File: config.mk
export PLATFORM = sky130hd
export DESIGN_NAME = uart_rx
export DESIGN_NICKNAME = d
export VERILOG_FILES = /design/src/rtl/uart_rx.sv
export SDC_FILE = /design/constraint.sdc
export NUM_CORES = 1
export LEC_CHECK = 0
export BUFFER_PORTS_ARGS = -buffer_cell sky130_fd_sc_hd__buf_2
export CORE_MARGIN = 8
export CORE_UTILIZATION = 58
export DETAILED_ROUTE_END_ITERATION = 6
export PLACE_DENSITY = 0.81
export SYNTH_ARGS = -nofsm -noshare
export SYNTH_HDL_FRONTEND = slang
export SYNTH_SLANG_ARGS = --single-unit
File: constraint.sdc
create_clock -name clk -period 2.17 [get_ports clk]
set_input_delay 0.434 -clock clk [delete_from_list [all_inputs] [get_ports clk]]
set_output_delay 0.434 -clock clk [all_outputs]
set_load 0.05 [all_outputs]
File: src/rtl/uart_rx.sv
// UART receiver: 8 data bits LSB first, even parity, 1 stop bit, mid-bit sampling.
// Latency: strobe one cycle after the mid stop-bit sample; no backpressure, so each byte must be taken on RX_valid.
module uart_rx #(
    parameter int CLKS_PER_BIT = 16
) (
    input  logic       clk,
    input  logic       rst,
    input  logic       RX_data_in,
    output logic [7:0] RX_data_out,
    output logic       RX_valid,
    output logic       RX_busy,
    output logic       RX_parity_err,
    output logic       RX_frame_err
);

    localparam int CNT_W = (CLKS_PER_BIT > 1) ? $clog2(CLKS_PER_BIT) : 1;
    localparam logic [CNT_W-1:0] CNT_LAST = CNT_W'(CLKS_PER_BIT - 1);
    localparam logic [CNT_W-1:0] CNT_HALF = CNT_W'(CLKS_PER_BIT / 2 - 1);

    typedef enum logic [2:0] {IDLE, START, DATA, PARITY, STOP} state_t;

    state_t           state_q, state_d;
    logic             s1_q, s1_d, s2_q, s2_d, s2_prev_q, s2_prev_d;
    logic [CNT_W-1:0] cnt_q, cnt_d;
    logic [2:0]       bit_idx_q, bit_idx_d;
    logic [7:0]       shift_q, shift_d;
    logic             par_bit_q, par_bit_d;
    logic [7:0]       data_q, data_d;
    logic             valid_q, valid_d;
    logic             busy_q, busy_d;
    logic             parity_err_q, parity_err_d;
    logic             frame_err_q, frame_err_d;

    always_comb begin
        s1_d         = RX_data_in;
        s2_d         = s1_q;
        s2_prev_d    = s2_q;
        state_d      = state_q;
        cnt_d        = cnt_q;
        bit_idx_d    = bit_idx_q;
        shift_d      = shift_q;
        par_bit_d    = par_bit_q;
        data_d       = data_q;
        valid_d      = 1'b0;
        busy_d       = busy_q;
        parity_err_d = parity_err_q;
        frame_err_d  = frame_err_q;

        case (state_q)
            IDLE: begin
                // Edge-based start so a stuck-low line cannot retrigger
                if (!s2_q && s2_prev_q) begin
                    state_d = START;
                    cnt_d   = '0;
                    busy_d  = 1'b1;
                end
            end
            START: begin
                if (cnt_q == CNT_HALF) begin
                    cnt_d     = '0;
                    bit_idx_d = 3'd0;
                    if (s2_q) begin
                        state_d = IDLE;
                        busy_d  = 1'b0;
                    end else begin
                        state_d = DATA;
                    end
                end else begin
                    cnt_d = cnt_q + CNT_W'(1);
                end
            end
            DATA: begin
                if (cnt_q == CNT_LAST) begin
                    cnt_d   = '0;
                    shift_d = {s2_q, shift_q[7:1]};
                    if (bit_idx_q == 3'd7) begin
                        state_d = PARITY;
                    end else begin
                        bit_idx_d = bit_idx_q + 3'd1;
                    end
                end else begin
                    cnt_d = cnt_q + CNT_W'(1);
                end
            end
            PARITY: begin
                if (cnt_q == CNT_LAST) begin
                    cnt_d     = '0;
                    par_bit_d = s2_q;
                    state_d   = STOP;
                end else begin
                    cnt_d = cnt_q + CNT_W'(1);
                end
            end
            STOP: begin
                // Leave at mid stop bit so a back-to-back start edge is not missed
                if (cnt_q == CNT_LAST) begin
                    cnt_d        = '0;
                    data_d       = shift_q;
                    parity_err_d = par_bit_q ^ (^shift_q);
                    frame_err_d  = !s2_q;
                    valid_d      = 1'b1;
                    busy_d       = 1'b0;
                    state_d      = IDLE;
                end else begin
                    cnt_d = cnt_q + CNT_W'(1);
                end
            end
            default: state_d = IDLE;
        endcase
    end

    always_ff @(posedge clk or posedge rst) begin
        if (rst) begin
            state_q      <= IDLE;
            s1_q         <= 1'b1;
            s2_q         <= 1'b1;
            s2_prev_q    <= 1'b1;
            cnt_q        <= '0;
            bit_idx_q    <= 3'd0;
            shift_q      <= 8'h00;
            par_bit_q    <= 1'b0;
            data_q       <= 8'h00;
            valid_q      <= 1'b0;
            busy_q       <= 1'b0;
            parity_err_q <= 1'b0;
            frame_err_q  <= 1'b0;
        end else begin
            state_q      <= state_d;
            s1_q         <= s1_d;
            s2_q         <= s2_d;
            s2_prev_q    <= s2_prev_d;
            cnt_q        <= cnt_d;
            bit_idx_q    <= bit_idx_d;
            shift_q      <= shift_d;
            par_bit_q    <= par_bit_d;
            data_q       <= data_d;
            valid_q      <= valid_d;
            busy_q       <= busy_d;
            parity_err_q <= parity_err_d;
            frame_err_q  <= frame_err_d;
        end
    end

    assign RX_data_out   = data_q;
    assign RX_valid      = valid_q;
    assign RX_busy       = busy_q;
    assign RX_parity_err = parity_err_q;
    assign RX_frame_err  = frame_err_q;

endmodule

==> metrics.txt <==
Pins Over Slew Limit=0; CTS tree=built; die extent in x=69.32 µm; drt pass-1 iters=4; worst path bufs/invs=0; RSZ-0062 raised after global routing=no; Congestion Overflow GR=0; Synth Area in XOR/XNOR=4.552%; Post-Route Setup TNS=0 ns; flops & latches, synth=34; initial antenna violation count=0; Vias per Instance=5.750; Tot GR Track Use=12.78%; leading area contributor after synthesis=dfrtp_1; CP Class=flip-flop to flip-flop; synthesized area per cell=12.59 µm²; PortBufs=14; Post-Synth Simple-Gate Area=14.95%; RR Startpoint=state_q[0]; Max VDD drop=0.8678 mV; number of remaining DRC errors=0; worst skew pair latency=0.33 ns; H-Tree Depth=2; Non-Filler Instances=180; Final setup viols=0; Post CTS Setup Buffer Count=0; Reg2Reg Depth=4; P&R area growth vs syn=10.24%; Post-DP HPWL=1918 µm; outcome=finished clean; Leakage=0.0009457 µW; top-area cell type share of the netlist area=47.04%; WL per Instance=15.38 µm; hold crit path type=input port to async pin; sequential fraction of the synthesis area=51.82%; Root Driver=clkbuf_4; PnR worst setup slack=0.3144 ns; largest family of logic cells by synthesized area=multiplexers; Nets=154; Max-Cap Viols=0; post-layout min period=1.856 ns; Detailed Route WL=2768 µm; critical path cell sequence=or3_1, o32a_1, o21ai_2, mux2_1; post-CTS resize count=0; Clock Tree Buf Depth=2; CTS buffer count=5; number of global-route vias before repair=1091; clock slew seen by the registers of the worst setup and hold paths=0.10 ns; clock sinks=34; Synth area leaders=dfrtp_1, mux2_4, mux2_1, dfstp_2, mux2_2; largest net degree at the start of global routing=35; Post-CTS Hold Fix Bufs=0; ANT cells=0; number of synthesized flops with an enable pin=0; Max stage delay on crit path=0.55 ns; clk_skew=0.007261 ns; fin crit share=85.51%; Synth cell types=41; worst hold slack=0.1769 ns; chip height=69.32 µm; Ports=15; fraction of layout cells with a size suffix above 1=29.53%; most common cell in the netlist=dfrtp_1; Post-Syn Area=1649 µm²; Core Box Area=2734 µm²; global-route wire length before repair=5140 µm; multiplexer share of the synthesized area=16.84%; DRC marker count from the first detailed-route iteration=67; critical path startpoint category=flip-flop; ys async rst share=100.0%; YS warnings=0; Syn Nets=137; Synth Flop Type=dfrtp_1; DP Cell Count=172; Placer Congestion=0.8508; P per Cell Area=972.8 nW/µm²; CP max FO=15; R2R setup slack=0.31 ns; cell family with most CP delay=flip-flops; num rows=19; compound-gate portion of the synthesized area=7.132%; Routed Antenna Nets=0; Mapped Cells=131; FMAX=0.5389 GHz; Starting Density=60.32%; Worst Tran Pin Value=0.5807 ns; synth cell count leaders=dfrtp_1, mux2_1, nand2_1, nor2_1, mux2_4; Required @ worst endpoint=2.38 ns; R2R Path End=state_q[0]; Die Area=4805 µm²; Crit. End Element=flip-flop; adder-cell share of the synthesized area=2.276%; Worst Path Arrival=2.07 ns; slowest library cell on the worst path=dfrtp_1; Vias=1035; worst slack at placement=0.3569 ns; Worst slew margin=61.16%; Final Hold Viols=0
[routing by layer]
layer	share of wire (%)	track usage, %
met2	47	19.26
met4	0.83	4.100
met5	0	0
met1	46	15.71
met3	5.9	6.009
[report_power, final]
group,internal (µW),switching [µW]
Sequential,706,124
Clock,275,206
Combinational,205,253
Total,1190,583
[final cells by class]
type	count	area, µm²
clock buffer	7	55.05
clock inverter	1	30.03
fill	195	915.9
inverter	2	7.507
multi-input combinational	90	754.5
sequential	34	854.6
tap	31	38.79
timing repair buffer	15	77.57
[kinds of logic (layout without fill, tap and decap cells)]
logic type | Yosys count | count (layout)
compound gates | 17 | 17
xor+xnor | 7 | 7
mux | 22 | 22
fa+ha+maj | 3 | 3
buf+inv | 7 | 25
flops | 34 | 34
simple gates | 41 | 41
[sequential cells by signal (all words and copies together), names as in the netlist]
name and flops:
s1_q 1, RX_valid 1, par_bit_q 1, RX_busy 1, shift_q 8, state_q 3
RX_data_out 8, RX_frame_err 1, s2_prev_q 1, RX_parity_err 1, bit_idx_q 3, s2_prev_d 1
cnt_q 4
[worst max path at each step]
stage	from	to	slack [ns]	cells past startpoint
finish	state_q[0]	state_q[0]	0.31	4
global route	state_q[0]	state_q[0]	0.22	4
CTS	state_q[0]	state_q[0]	0.33	4
detailed placement	state_q[0]	state_q[0]	0.36	4
global placement	state_q[0]	state_q[0]	0.41	4
floorplan	cnt_q[0]	state_q[0]	0.53	5
[cell usage in the layout, fill, tap and decap left out, drive strengths merged]
cell type,Yosys,layout
dfrtp,31,31
mux2,22,22
buf,4,15
nor2,9,9
nand2,9,9
o21ai,8,8
clkbuf,1,7
nand3,5,5
and3b,4,4
xnor2,4,4
nor3b,3,3
ha,3,3
dfstp,3,3
nand2b,3,3
nor2b,2,2
inv,2,2
xor2,2,2
nor3,2,2
or3,1,1
a31oi,1,1
a21oi,1,1
and3,1,1
o32a,1,1
or2,1,1
o211ai,1,1
xnor3,1,1
a221oi,1,1
a22o,1,1
a221o,1,1
and2,1,1
o2111ai,1,1
a31o,1,1
bufinv,0,1
[stage by stage]
step | total power (µW) | area [µm²] | util (%)
CTS | 1777 | 1818 | 66.50
floorplan | 1215 | 1649 | -
detailed placement | 1291 | 1733 | 63.39
global placement | 1267 | 1733 | 63.39
global route | 1882 | 1818 | 66.50
finish | 1769 | 1818 | 66.50
[tightest hold or removal path, stage by stage]
cell and delay (ns):
buf_2 0.10, inv_1 0.04, buf_4 0.37
(Power assumes the default switching activity.)
